[config.mk]
export PLATFORM = sky130hd
export DESIGN_NAME = pes_fmul_post_stage
export DESIGN_NICKNAME = d
export VERILOG_FILES = /design/src/rtl/pes_fp32_pkg.sv /design/src/rtl/pes_sync_fifo.sv /design/src/rtl/pes_fmul_post_stage.sv
export SDC_FILE = /design/constraint.sdc
export NUM_CORES = 1
export LEC_CHECK = 0
export CAP_MARGIN = 20
export CORE_MARGIN = 3
export CORE_UTILIZATION = 49
export DETAILED_ROUTE_END_ITERATION = 10
export HOLD_SLACK_MARGIN = 0.1
export PLACE_DENSITY_LB_ADDON = 0.1
export SETUP_SLACK_MARGIN = 0.05
export SLEW_MARGIN = 40
export SYNTH_ARGS = -nofsm -noshare
export SYNTH_HDL_FRONTEND = slang
export SYNTH_HIERARCHICAL = 1
export SYNTH_SLANG_ARGS = --single-unit
[constraint.sdc]
create_clock -name clk -period 3.82 [get_ports clk]
set_input_delay 0.955 -clock clk [delete_from_list [all_inputs] [get_ports clk]]
set_output_delay 0.955 -clock clk [all_outputs]
set_load 0.05 [all_outputs]
[src/rtl/pes_fp32_pkg.sv]
// Shared FP32 definitions for the multiplier post-stage.
//   - Field constants (bias, all-ones exponent, canonical quiet NaN).
//   - Override class codes carried down the sideband delay line.
//   - Bit positions of the {nan, inf, zero} result flags.
//   - Operand classification and the issue-time override decision.
package pes_fp32_pkg;

    localparam logic [7:0]  BIAS    = 8'h7F;
    localparam logic [7:0]  EXP_MAX = 8'hFF;
    localparam logic [31:0] QNAN    = 32'h7FC00000;
    localparam logic [31:0] INF_MAG = 32'h7F800000;

    // Biased exponent sum limits: ea+eb-BIAS >= 255 overflows,
    // ea+eb-BIAS <= -1 underflows (flushed to zero).
    localparam logic [8:0] OVF_ESUM = {1'b0, EXP_MAX} + {1'b0, BIAS};
    localparam logic [8:0] UNF_ESUM = {1'b0, BIAS} - 9'd1;

    typedef enum logic [1:0] {
        CODE_PASS = 2'd0,
        CODE_NAN  = 2'd1,
        CODE_INF  = 2'd2,
        CODE_ZERO = 2'd3
    } fp_code_e;

    localparam int FLAG_NAN  = 2;
    localparam int FLAG_INF  = 1;
    localparam int FLAG_ZERO = 0;

    typedef struct packed {
        logic is_nan;
        logic is_inf;
        logic is_zero;
    } fp_class_t;

    // One sideband entry travelling alongside the multiplier pipeline.
    typedef struct packed {
        logic     valid;
        fp_code_e code;
        logic     sign;
    } dl_entry_t;

    // Denormals are flushed, so any zero exponent counts as zero.
    function automatic fp_class_t fp_classify(input logic [31:0] x);
        fp_class_t c;
        c.is_zero = (x[30:23] == 8'h00);
        c.is_inf  = (x[30:23] == EXP_MAX) && (x[22:0] == 23'd0);
        c.is_nan  = (x[30:23] == EXP_MAX) && (x[22:0] != 23'd0);
        return c;
    endfunction

    function automatic fp_code_e fp_override(input logic [31:0] a, input logic [31:0] b);
        fp_class_t  ca;
        fp_class_t  cb;
        logic [8:0] esum;
        fp_code_e   code;
        ca   = fp_classify(a);
        cb   = fp_classify(b);
        esum = {1'b0, a[30:23]} + {1'b0, b[30:23]};
        if (ca.is_nan || cb.is_nan || (ca.is_inf && cb.is_zero) || (cb.is_inf && ca.is_zero))
            code = CODE_NAN;
        else if (ca.is_inf || cb.is_inf)
            code = CODE_INF;
        else if (ca.is_zero || cb.is_zero)
            code = CODE_ZERO;
        else if (esum >= OVF_ESUM)
            code = CODE_INF;
        else if (esum <= UNF_ESUM)
            code = CODE_ZERO;
        else
            code = CODE_PASS;
        return code;
    endfunction

endpackage

[src/rtl/pes_sync_fifo.sv]
// First-word-fall-through synchronous FIFO.
// Ports:
//   clk, rst (async, active-low)
//   wr_en/wr_data : push (ignored when full)
//   rd_en         : pop the head (ignored when empty)
//   rd_data       : head entry, reads as zero while empty
//   full, empty   : occupancy status
module pes_sync_fifo #(
    parameter int WIDTH = 35,
    parameter int DEPTH = 4
) (
    input  logic             clk,
    input  logic             rst,
    input  logic             wr_en,
    input  logic [WIDTH-1:0] wr_data,
    input  logic             rd_en,
    output logic [WIDTH-1:0] rd_data,
    output logic             full,
    output logic             empty
);

    localparam int AW = (DEPTH > 1) ? $clog2(DEPTH) : 1;

    logic [WIDTH-1:0] mem [DEPTH];
    // Pointers carry one extra wrap bit to tell full from empty.
    logic [AW:0]      wr_ptr_reg;
    logic [AW:0]      rd_ptr_reg;
    logic             do_wr;
    logic             do_rd;

    assign empty = (wr_ptr_reg == rd_ptr_reg);
    assign full  = (wr_ptr_reg[AW] != rd_ptr_reg[AW]) &&
                   (wr_ptr_reg[AW-1:0] == rd_ptr_reg[AW-1:0]);
    assign do_wr = wr_en & ~full;
    assign do_rd = rd_en & ~empty;

    always_ff @(posedge clk or negedge rst) begin
        if (!rst) begin
            wr_ptr_reg <= '0;
            rd_ptr_reg <= '0;
        end else begin
            if (do_wr) wr_ptr_reg <= wr_ptr_reg + 1'b1;
            if (do_rd) rd_ptr_reg <= rd_ptr_reg + 1'b1;
        end
    end

    always_ff @(posedge clk) begin
        if (do_wr) mem[wr_ptr_reg[AW-1:0]] <= wr_data;
    end

    // Forcing zero while empty keeps the output clean after reset.
    assign rd_data = empty ? '0 : mem[rd_ptr_reg[AW-1:0]];

endmodule

[src/rtl/pes_fmul_post_stage.sv]
// Post-stage for the non-stallable LATENCY-stage FP32 multiplier.
// Issues operand pairs under credit control, carries each pair's override
// class and sign down a delay line matched to the multiplier, then writes
// the corrected result and flags into a FWFT FIFO.
// Ports:
//   clk, rst (async, active-low)
//   in_valid/in_ready/in_a/in_b     : operand handshake
//   mul_a/mul_b                     : operands to the multiplier
//   mul_f                           : multiplier result, aligned with the tap
//   out_valid/out_ready/out_data    : result handshake
//   out_flags                       : {nan, inf, zero}
//   count                           : credits in use (in flight + stored)
module pes_fmul_post_stage
    import pes_fp32_pkg::*;
#(
    parameter int LATENCY = 4,
    parameter int DEPTH   = 4
) (
    input  logic                       clk,
    input  logic                       rst,
    input  logic                       in_valid,
    output logic                       in_ready,
    input  logic [31:0]                in_a,
    input  logic [31:0]                in_b,
    output logic [31:0]                mul_a,
    output logic [31:0]                mul_b,
    input  logic [31:0]                mul_f,
    output logic                       out_valid,
    input  logic                       out_ready,
    output logic [31:0]                out_data,
    output logic [2:0]                 out_flags,
    output logic [$clog2(DEPTH+1)-1:0] count
);

    localparam int             CW      = $clog2(DEPTH + 1);
    localparam logic [CW-1:0]  DEPTH_C = CW'(DEPTH);

    logic            fire;
    logic            pop;
    logic [CW-1:0]   count_reg;
    logic [CW-1:0]   count_next;
    dl_entry_t       dl_reg [LATENCY];
    dl_entry_t       tap;
    logic            fifo_wr;
    logic [34:0]     fifo_wr_data;
    logic [34:0]     fifo_rd_data;
    logic            fifo_full;
    logic            fifo_empty;
    logic [2:0]      wr_flags;
    logic [31:0]     wr_value;
    logic            unused_sink;

    assign mul_a = in_a;
    assign mul_b = in_b;

    // A credit is reserved at issue so every in-flight result already owns
    // a FIFO slot; this is what lets the multiplier run without a stall.
    assign in_ready = (count_reg < DEPTH_C);
    assign fire     = in_valid & in_ready;
    assign pop      = out_valid & out_ready;

    always_comb begin
        count_next = count_reg;
        case ({fire, pop})
            2'b10:   count_next = count_reg + 1'b1;
            2'b01:   count_next = count_reg - 1'b1;
            default: count_next = count_reg;
        endcase
    end

    always_ff @(posedge clk or negedge rst) begin
        if (!rst) count_reg <= '0;
        else      count_reg <= count_next;
    end

    assign count = count_reg;

    // Sideband delay line: entry 0 is tagged on the fire edge, the tap at
    // LATENCY-1 lines up with the multiplier output for that pair.
    always_ff @(posedge clk or negedge rst) begin
        if (!rst) begin
            for (int i = 0; i < LATENCY; i++) dl_reg[i] <= '0;
        end else begin
            dl_reg[0].valid <= fire;
            dl_reg[0].code  <= fp_override(in_a, in_b);
            dl_reg[0].sign  <= in_a[31] ^ in_b[31];
            for (int i = 1; i < LATENCY; i++) dl_reg[i] <= dl_reg[i-1];
        end
    end

    assign tap = dl_reg[LATENCY-1];

    always_comb begin
        wr_flags = '0;
        wr_value = {tap.sign, mul_f[30:0]};
        case (tap.code)
            CODE_NAN: begin
                wr_flags[FLAG_NAN] = 1'b1;
                wr_value           = QNAN;
            end
            CODE_INF: begin
                wr_flags[FLAG_INF] = 1'b1;
                wr_value           = {tap.sign, INF_MAG[30:0]};
            end
            CODE_ZERO: begin
                wr_flags[FLAG_ZERO] = 1'b1;
                wr_value            = {tap.sign, 31'd0};
            end
            default: begin
                wr_flags = '0;
                wr_value = {tap.sign, mul_f[30:0]};
            end
        endcase
    end

    assign fifo_wr      = tap.valid;
    assign fifo_wr_data = {wr_flags, wr_value};

    pes_sync_fifo #(
        .WIDTH (35),
        .DEPTH (DEPTH)
    ) u_fifo (
        .clk     (clk),
        .rst     (rst),
        .wr_en   (fifo_wr),
        .wr_data (fifo_wr_data),
        .rd_en   (pop),
        .rd_data (fifo_rd_data),
        .full    (fifo_full),
        .empty   (fifo_empty)
    );

    assign out_valid = ~fifo_empty;
    assign out_flags = fifo_rd_data[34:32];
    assign out_data  = fifo_rd_data[31:0];

    // The multiplier's own sign is replaced by the XOR of operand signs, and
    // the credit scheme guarantees the FIFO is never written while full.
    assign unused_sink = mul_f[31] ^ fifo_full;

endmodule

[Yosys cells after proc, flatten, opt, wreduce, memory -nomap -nowiden]
Memory sizes are Yosys's and may differ from the RTL's.
Cells that the tools add are included.
Storage, ports and cells
  register bits after elaboration: 25
  RAM bits: 140
  input bits: 100
  output and inout port bits: 104
  logic and storage cells: 73
  memories: 1
Cells by class
  add/sub/neg operators: 5
  magnitude comparators: 3
  equality and inequality tests: 10
  mux-type cells: 13
  bitwise gates (word level): 7
  reduce and logical (&&, ||, !) cells: 19
Memories
  u_fifo.mem: depth 4, bits a word 35, rd ports 1, clocked after memory_dff 0, write ports 1, RTL line pes_sync_fifo.sv:24  | logic [WIDTH-1:0] mem [DEPTH];
Operator list (count)
  case mux 32 bit (3 select lines): 1
  zero test 23 bit: 2
  nonzero test 23 bit: 2
  2-to-1 mux 35 bit: 1
  equality test 8 bit, second input constant: 2
  zero test 8 bit: 2
  2-to-1 mux 2 bit: 5
  adder 3 x 1 -> 3 bit, second input constant: 3
  adder 8 x 8 -> 9 bit: 1
  greater-or-equal comparator 9 bit, second input constant: 1
  less-or-equal comparator 9 x 7 -> 1 bit, second input constant: 1
  logical AND 1 bit: 7
  equality test 2 bit, second input constant: 3
  case mux 3 bit (2 select lines): 1
  logical OR 1 bit: 5
  2-to-1 mux 1 bit: 5
  bitwise AND 1 bit: 4
  equality test 2 x 1 -> 1 bit, second input constant: 2
  equality test 3 bit: 1
  < comparator 3 bit, second input constant: 1
  subtractor 3 x 1 -> 3 bit, second input constant: 1
  equality test 2 bit: 1
  NOT 1 bit: 2
  nonzero test 2 bit: 1
  other kinds (2): 2

[Longest topological paths before layout]
  word-level depth: 7
  gate-level depth with buffers: 10
  mapped depth without buffers: 10

[Modules after synthesis]
Netlist, hierarchy kept.
By module, submodules not included
  pes_sync_fifo: times used 1, cells each 266, area an instance 5779.3 sq um, seq. area each 4354.2 sq um
  pes_fmul_post_stage: times used 1, cells each 237, area an instance 1933.1 sq um, seq. area each 475.5 sq um

[Least setup slack after synthesis]
Ideal clock, no wire load.
  kind: register -> register
  from: register u_fifo.rd_ptr_reg[0]
  to: memory u_fifo.mem[3][0], enable pin
  library setup time: 452 ps
  arrival time: 2908 ps
  required time: 3368 ps
  slack: 460 ps
  stages on the path, launching flop included: 5
  path buffers: 2
  period minus slack after synthesis: 3360 ps
  cells stage by stage: dfrtp_1 buf_6 buf_8 xnor2_1 a31oi_1
Between the ends
  word-level cells in the longest chain between the ends: 6
RTL lines
  start: declaration: RTL line pes_sync_fifo.sv:27  | logic [AW:0] rd_ptr_reg;
  start signal: assignment: RTL line pes_sync_fifo.sv:43  | if (do_rd) rd_ptr_reg <= rd_ptr_reg + 1'b1;
  equality test 2 bit: RTL line pes_sync_fifo.sv:33  | (wr_ptr_reg[AW-1:0] == rd_ptr_reg[AW-1:0]);
  logical AND 1 bit: RTL line pes_sync_fifo.sv:32  | assign full = (wr_ptr_reg[AW] != rd_ptr_reg[AW]) &&
  NOT 1 bit: RTL line pes_sync_fifo.sv:34  | assign do_wr = wr_en & ~full;
  bitwise AND 1 bit: RTL line pes_sync_fifo.sv:34
  2-to-1 mux 1 bit: RTL line pes_sync_fifo.sv:48  | if (do_wr) mem[wr_ptr_reg[AW-1:0]] <= wr_data;
  2-to-1 mux 1 bit (implied by the code): RTL line pes_sync_fifo.sv:48
  end: declaration: RTL line pes_sync_fifo.sv:24
No other way between the ends.

[Final worst setup path]
  from: register u_fifo.wr_ptr_reg[0]
  to: output port out_flags[0]
Between the ends
  word-level cells in the longest chain between the ends: 2
RTL lines
  start: declaration: RTL line pes_sync_fifo.sv:26  | logic [AW:0] wr_ptr_reg;
  start signal: assignment: RTL line pes_sync_fifo.sv:42  | if (do_wr) wr_ptr_reg <= wr_ptr_reg + 1'b1;
  equality test 3 bit: RTL line pes_sync_fifo.sv:31  | assign empty = (wr_ptr_reg == rd_ptr_reg);
  named net fifo_empty: RTL line pes_fmul_post_stage.sv:48  | logic fifo_empty;
  2-to-1 mux 35 bit: RTL line pes_sync_fifo.sv:52  | assign rd_data = empty ? '0 : mem[rd_ptr_reg[AW-1:0]];
  end: declaration: RTL line pes_fmul_post_stage.sv:31  | output logic [2:0] out_flags,
The timed path passes the listed nets, and every way through them passes these cells.

==> run metrics <==
Post-CTS Setup Inserts 0; Worst IR Drop VDD 475.0 uV; Mapped Area 7709 sq um; cell count after synthesis 502; clk_lat worst skew 0.41 ns; Min-Delay Endpoint dl_reg[5]; warnings from Yosys 6; die width 131.4 um; Final Cell Area 10030 sq um; Syn-to-layout area delta 30.17%; Final nets 771; critical setup path kind flop to primary output; GRT Overall Usage 0.1852; Tmin final 3.356 ns; Hold Buf Count CTS 0; Initial Util 0.5033; Hold Crit Start dl_reg[9]; H-tree depth 4; antenna viol nets, final 0; crit path launch u_fifo/wr_ptr_reg[0]; vias in the first global route 4934; max-slew violations 0; PwrDens 819.2 nW/um^2; Max-slew headroom 0.4639; clk root buf clkbuf_16; CTS tree yes; syn_nets 622; Critical R2R Launch u_fifo/wr_ptr_reg[0]; final worst-path cycle share 0.8787; DRT Pass-1 Iters 4; Worst setup SP type flop; setup TNS 0 ns; max reg flops 140; skew final 0.004397 ns; Avg WL per Cell 17.66 um; clock slew at reported path FFs 0.06 ns; worst r2r dst count[2]; max-cap violation count 0; GRT overflow 0; vias per cell 5.213; full die area 17270 sq um; DP Area 9423 sq um; final RePlAce weighted congestion 0.8442; Post-Route WL 15.45 mm; 1st-iter DRT viols 232; Remaining DRCs 0; first-pass GRT wire length 25.08 mm; status completed; CP arrival 2.40 ns; Leak 3.629 nW; FMAX 297.9 MHz; PortBufs 202; critical-path maximum fanout 30; Hold WC Path Type flop to flop; via count 4561; io pins 204; dpl hpwl 10.33 mm; Register-to-Register Path Depth 9; cts bufs inserted 17; largest net degree at the start of global routing 41; Final Hold Viols 0; Max Buffers Root-to-Sink 2; RSZ-0062 raised after global routing false; Required @ worst endpoint 2.86 ns; Mean Syn Cell Area 15.36 sq um; row cnt 45; antenna violations before repair 0; Worst Max-Slew Pin Slew 0.8042 ns; crit path capture type primary output; antenna diode count 0; final setup fails 0; post-CTS sizing 0; placeable core region 15310 sq um; R2R setup slack 1.09 ns; clock sink count 165; layout cells sized above 1 0.1657; Hold Path Cell Cnt 0; overall die height 131.4 um
-- critical path, stage by stage (launching register included) --
cell	delay (ns)
dfrtp_1	0.47
xor2_1	0.28
nor3_4	0.42
buf_4	0.44
nor2b_1	0.15
buf_4	0.22
-- through the flow --
stage	std cells	utilization	worst slack (ns)	total power (W)	hold WS, ns
after floorplan	502	-	0.4596	0.005413	0.3312
after global placement	843	0.6151	0.2957	0.006510	0.3320
after detailed placement	843	0.6153	0.2000	0.006569	0.3347
after CTS	875	0.6552	0.3810	0.008315	0.3484
after global routing	875	0.6552	0.2735	0.008617	0.3537
final	875	0.6552	0.4635	0.008220	0.3465
-- layout make-up --
type | count | area [sq um]
multi-input cells | 243 | 2278
flip-flops and latches | 165 | 4832
clock inverters | 15 | 186.4
inverters | 15 | 56.30
well taps | 211 | 264.0
clock buffers | 17 | 425.4
fillers | 1098 | 5280
repair buffers | 209 | 1992
-- per-layer routing --
layer | vias up | global-route usage | routed length, um
met3 | 10 | 0.04594 | 810
met5 | - | 0 | 0
met2 | 163 | 0.3232 | 8160
met4 | 0 | 0.05951 | 143
li1 | 2124 | - | -
met1 | 2264 | 0.2275 | 6334
-- worst max-delay path by stage --
| stage | end | slack (ns) | depth (start not counted) |
|---|---|---|---|
| CTS | out_data[31] | 0.38 | 4 |
| global placement | dl_reg[14] | 0.30 | 10 |
| global route | out_flags[0] | 0.27 | 5 |
| floorplan | u_fifo/mem[3][0] | 0.46 | 4 |
| detailed placement | dl_reg[14] | 0.20 | 10 |
| finish | out_flags[0] | 0.46 | 5 |
-- report_power, final --
| part | leakage, nW | total (W) | switching, W | internal [W] |
|---|---|---|---|---|
| registers | 1.59 | 0.00250 | 0.000109 | 0.00239 |
| clock network | 0.290 | 0.00174 | 0.000652 | 0.00108 |
| logic | 1.75 | 0.00398 | 0.00263 | 0.00135 |
| total | 3.63 | 0.00822 | 0.00339 | 0.00483 |
-- layout by cell type, fill, tap and decap left out, types with 2 or more instances in the layout --
master / count
edfxtp_1: 140
nand4_1: 7
a211oi_1: 3
nor2b_1: 37
xor2_1: 8
nand2_1: 27
clkinv_1: 2
a21oi_1: 7
and3_4: 2
xnor2_1: 10
clkinv_2: 4
nand2b_1: 4
clkbuf_16: 17
mux4_1: 11
o31ai_1: 5
dfrtp_2: 2
inv_1: 15
buf_4: 42
nor3_1: 3
fa_1: 2
nand3_1: 2
nor4_1: 14
clkdlybuf4s50_1: 165
a22o_1: 2
dfrtp_1: 23
bufinv_16: 4
o21ai_0: 4
mux4_2: 24
nor2_1: 14
and2_1: 22
clkinvlp_4: 4
ha_1: 18
(Power assumes the default switching activity.)
